--- config.mk ---
export PLATFORM = sky130hd
export DESIGN_NAME = gcd_datapath
export DESIGN_NICKNAME = d
export VERILOG_FILES = /design/src/rtl/gcd_pkg.sv /design/src/rtl/gcd_operand_reg.sv /design/src/rtl/gcd_datapath.sv
export SDC_FILE = /design/constraint.sdc
export NUM_CORES = 1
export LEC_CHECK = 0
export CAP_MARGIN = 15
export CELL_PAD_IN_SITES_DETAIL_PLACEMENT = 0
export CELL_PAD_IN_SITES_GLOBAL_PLACEMENT = 2
export CORE_MARGIN = 2
export CORE_UTILIZATION = 32
export CTS_CLUSTER_SIZE = 12
export DETAILED_ROUTE_END_ITERATION = 12
export PLACE_DENSITY_LB_ADDON = 0.1
export SYNTH_ARGS = -nofsm -noshare
export SYNTH_HDL_FRONTEND = slang
export SYNTH_SLANG_ARGS = --single-unit
--- constraint.sdc ---
create_clock -name clk -period 3.2 [get_ports clk]
set_input_delay 0.48 -clock clk [delete_from_list [all_inputs] [get_ports clk]]
set_output_delay 0.48 -clock clk [all_outputs]
set_load 0.01 [all_outputs]
--- src/rtl/gcd_pkg.sv ---
// Shared widths and select encodings for the GCD datapath.
// Optional feature macro used by gcd_datapath: GCD_ITER_COUNT_EN.
package gcd_pkg;

    localparam int GCD_WIDTH  = 16;
    localparam int GCD_ITER_W = 16;

    localparam logic SEL_LOAD = 1'b0;
    localparam logic SEL_SUB  = 1'b1;

endpackage

--- src/rtl/gcd_operand_reg.sv ---
// Load-enable operand register choosing between an external value
// and its own value minus the other operand.
module gcd_operand_reg
    import gcd_pkg::*;
#(
    parameter int WIDTH = GCD_WIDTH
) (
    input  logic             clk,
    input  logic             rst,
    input  logic             load,
    input  logic             sel,
    input  logic [WIDTH-1:0] ext_in,
    input  logic [WIDTH-1:0] other,
    output logic [WIDTH-1:0] q
);

    logic [WIDTH-1:0] d;

    always_comb begin
        d = ext_in;
        if (sel == SEL_SUB)
            d = q - other;
    end

    always_ff @(posedge clk) begin
        if (rst)
            q <= '0;
        else if (load)
            q <= d;
    end

endmodule

--- src/rtl/gcd_datapath.sv ---
// GCD datapath: operand registers, status flags, zero guard, result.
// Define GCD_ITER_COUNT_EN to add the saturating iter_count output.
module gcd_datapath
    import gcd_pkg::*;
#(
    parameter int WIDTH  = GCD_WIDTH,
    parameter int ITER_W = GCD_ITER_W
) (
    input  logic              clk,
    input  logic              rst,
    input  logic [WIDTH-1:0]  A_in,
    input  logic [WIDTH-1:0]  B_in,
    input  logic              A_sel,
    input  logic              B_sel,
    input  logic              AL,
    input  logic              BL,
    input  logic              res_L,
    output logic              equal_val,
    output logic              less_val,
    output logic [WIDTH-1:0]  result,
    output logic              result_valid,
    output logic              zero_operand
`ifdef GCD_ITER_COUNT_EN
    ,
    output logic [ITER_W-1:0] iter_count
`endif
);

    logic [WIDTH-1:0] a_reg;
    logic [WIDTH-1:0] b_reg;
    logic             init_load;
    logic             res_pend;

    assign init_load = AL & BL & (A_sel == SEL_LOAD) & (B_sel == SEL_LOAD);

    gcd_operand_reg #(.WIDTH(WIDTH)) u_a (
        .clk    (clk),
        .rst    (rst),
        .load   (AL),
        .sel    (A_sel),
        .ext_in (A_in),
        .other  (b_reg),
        .q      (a_reg)
    );

    gcd_operand_reg #(.WIDTH(WIDTH)) u_b (
        .clk    (clk),
        .rst    (rst),
        .load   (BL),
        .sel    (B_sel),
        .ext_in (B_in),
        .other  (a_reg),
        .q      (b_reg)
    );

    // Zero guard lets the controller finish immediately on gcd(0,x).
    assign equal_val = zero_operand | (a_reg == b_reg);
    assign less_val  = a_reg < b_reg;

    always_ff @(posedge clk) begin
        if (rst) begin
            zero_operand <= 1'b0;
            result       <= '0;
            result_valid <= 1'b0;
            res_pend     <= 1'b0;
        end else begin
            if (init_load)
                zero_operand <= (A_in == '0) | (B_in == '0);
            if (res_L)
                result <= zero_operand ? (a_reg | b_reg) : a_reg;
            // Valid trails the result write by one clock.
            if (init_load) begin
                result_valid <= 1'b0;
                res_pend     <= 1'b0;
            end else begin
                res_pend <= res_L;
                if (res_pend)
                    result_valid <= 1'b1;
            end
        end
    end

`ifdef GCD_ITER_COUNT_EN
    logic sub_cycle;

    assign sub_cycle = (AL & (A_sel == SEL_SUB)) | (BL & (B_sel == SEL_SUB));

    always_ff @(posedge clk) begin
        if (rst)
            iter_count <= '0;
        else if (init_load)
            iter_count <= '0;
        else if (sub_cycle && (iter_count != '1))
            iter_count <= iter_count + 1'b1;
    end
`endif

endmodule

==> metrics.yaml <==
place:
  portBuffers: 58
  place_congestion: 0.870
  post-place-ws_ns: -0.0105
  hpwl_um: 10400
finish:
  final_layout_size_suffix_gt1_share_pct: 8.79
  finish.utilization_pct: 41.9
  diodes: 0
  nets: 670
  areaGrowthSynthToFinish_pct: 26.4
logic_synthesis:
  synthCells: 514
  synth.area.top_cells: "dfxtp_1 25%, ha_1 15%, nor2_1 7.8%"
  syn_area_mm2: 0.00402
  syn_nets: 603
  synth_seq_cells: 51
  synth_edf_count: 0
  synth_top_area_share_pct: 25.4
  synth-async-reset-ratio_pct: 0
  yosysMostFrequentCell: "nor2_1"
  yosysSeqAreaShare_pct: 25.4
  synthDistinctLibCells: 54
  ys_top_cells_by_count: "83 x nor2_1, 55 x a21oi_1, 51 x dfxtp_1"
  yosysTopAreaCell: "dfxtp_1"
  avgSynthCellArea_um2: 7.81
  ys_warn_count: 0
  yosys_most_used_dff: "dfxtp_1"
job:
  maxCapViolations: 0
clock_network:
  clk_pin_slew_worst_paths_ns: 0.07
  clockBufferDepth: 2
  cts_sinks: 51
  numCtsBuffers: 5
  clkLatencyLatePin_ns: 0.30
  cts_resized: 3
  h-tree-depth: 2
  post_cts_buffers: 0
  hold_buffers: 0
  cts_tree: "built"
  cts_root_buffer: "clkbuf_16"
timing:
  setup_viol: 0
  finalWorstSetupSlack_ns: 0.120
  tightest_slew_ns: 0.583
  max_slew_margin_pct: 61.1
  max_freq_mhz: 325
  finalCriticalPeriod_ns: 3.08
  finalSetupTns_ns: 0
  min_period_over_period_pct: 96.3
  hold_viol_final: 0
  whs_ns: 0.430
  slew_viol_final: 0
  skew_ns: 0.00301
worst_setup_path:
  critPathTopFamily: "compound AO/OA/AOI/OAI gates"
  r2r_slack_ns: 0.43
  critPathKind: "flop to output port"
  endpoint_kind: "output port"
  required_ns: 2.72
  crit_buf_inv: 2
  max_stage_delay_ns: 0.42
  crit_path_start_kind: "flop"
  path_max_fanout: 2
  crit_arrival_ns: 2.60
  cp_slowest_cell: "fa_1"
  crit_chain: "inv_1 -> ha_1 -> fa_1 -> o21bai_2 -> a221o_1 -> a31oi_4 -> o31ai_2 -> a221oi_2 -> dlygate4sd2_1"
global_route:
  grt_pass1_vias: 3883
  globalRoute.totalOverflow: 0
  antenna_found_initial: 0
  grt_pass1_wl_um: 21300
  grt_max_degree: 40
  grtUsageTotal_pct: 21.2
drt:
  first_pass_iters: 4
  vias_per_cell: 5.15
  postRouteAntennaNets: 0
  vias: 3855
  drc: 0
  routed_wl_um: 13600
  routedWlPerCell_um: 18.1
  drt_iter0_markers: 129
floorplan:
  die_w_um: 116
  num_rows: 40
  die_h_um: 116
  die-area_mm2: 0.0135
  ios: 59
  core_area_mm2: 0.0121
  start_util_pct: 33.2
min_path:
  hold_class: "flop to flop"
pwr:
  power_density_mw_per_mm2: 611
  p_clk_share_pct: 17.0
  total_power_mw: 3.10
  leakage_nw: 2.05
  switchingPower_mw: 1.29
  ir_drop_mv: 0.229
  pwr-share-comb_pct: 58.0
  p_sw_share_pct: 41.7
  p_int_mw: 1.81
  seqPwrFrac_pct: 25.0
run_status:
  status: "complete, no violations"
-- power by group through the flow --
stage	Sequential, mW	Combinational (mW)	Clock [mW]
global placement	0.789	1.76	0
global route	0.788	1.98	0.576
finish	0.776	1.80	0.528
floorplan	0.790	1.15	0
detailed placement	0.792	1.75	0
CTS	0.777	1.76	0.548
-- per-layer routing --
metal / share of wire (%) / vias to the layer above / global-route usage (%)
met1: 45 / 1845 / 26.5
li1: - / 1924 / -
met5: 0 / - / 0
met2: 50 / 73 / 38.0
met3: 4.2 / 13 / 3.56
met4: 1.3 / 0 / 5.32
-- through the flow --
stage	area, um2	cells
global route	5080	748
global placement	4910	742
floorplan	4020	514
detailed placement	4910	742
CTS	5050	748
finish	5080	748
-- cells by family after synthesis --
logic type               Yosys count  share of synthesized area [%]
AO/OA/AOI/OAI                    144                           23.6
buffers and inverters             82                           7.97
flip-flops                        51                           25.4
multiplexers                      24                           5.98
XOR/XNOR                          25                           5.45
AND/OR/NAND/NOR                  138                           15.6
adder cells (fa/ha/maj)           50                           16.0
-- final timing paths --
check / start / endpoint / cells past startpoint
worst min register to register: res_pend$_SDFF_PP0_ / result_valid$_SDFFE_PP0P_ / 1
worst max-delay path: u_a.q[0]$_SDFFE_PP0P_ / less_val / 9
worst min-delay path: res_pend$_SDFF_PP0_ / result_valid$_SDFFE_PP0P_ / 1
worst max register to register: u_a.q[0]$_SDFFE_PP0P_ / u_b.q[12]$_SDFFE_PP0P_ / 10
-- flip-flops by register name (all words and copies together), names as in the netlist --
signal and flops:
result_valid 1, zero_operand 1, res_pend 1, result 16, u_a.q 16, u_b.q 16
-- cells in the final DEF (no fill, tap or decap), types with 4 or more instances in the layout --
cell and count:
nor2_1 83, clkdlybuf4s50_1 56, a21oi_1 55, dfxtp_1 51, inv_1 50, ha_1 47, buf_4 31, xnor2_1 25
mux2i_1 24, o31ai_1 16, o21ai_0 15, nand2_1 11, nor4_1 11, a211oi_1 10, a31oi_1 9, nand3_1 7
a211o_1 7, nor3_1 6, clkbuf_16 5, o221ai_1 4, nand4_1 4
-- worst register-to-register path, stage by stage (launching register included) --
cell and delay (ns):
dfxtp_1 0.31, buf_4 0.14, ha_1 0.25, fa_1 0.43
o21bai_1 0.17, a21oi_1 0.14, o31ai_1 0.33, a21boi_0 0.28
mux2i_1 0.18, o21ai_0 0.30, o31ai_1 0.12
-- cell type report --
cell class	count	area, um2
clock buffer	6	129
tap	168	210
multi-input combinational	381	2710
inverter	53	199
timing repair buffer	89	807
fill	1298	7030
sequential	51	1020
No activity file was read; power rests on OpenSTA's default activity.
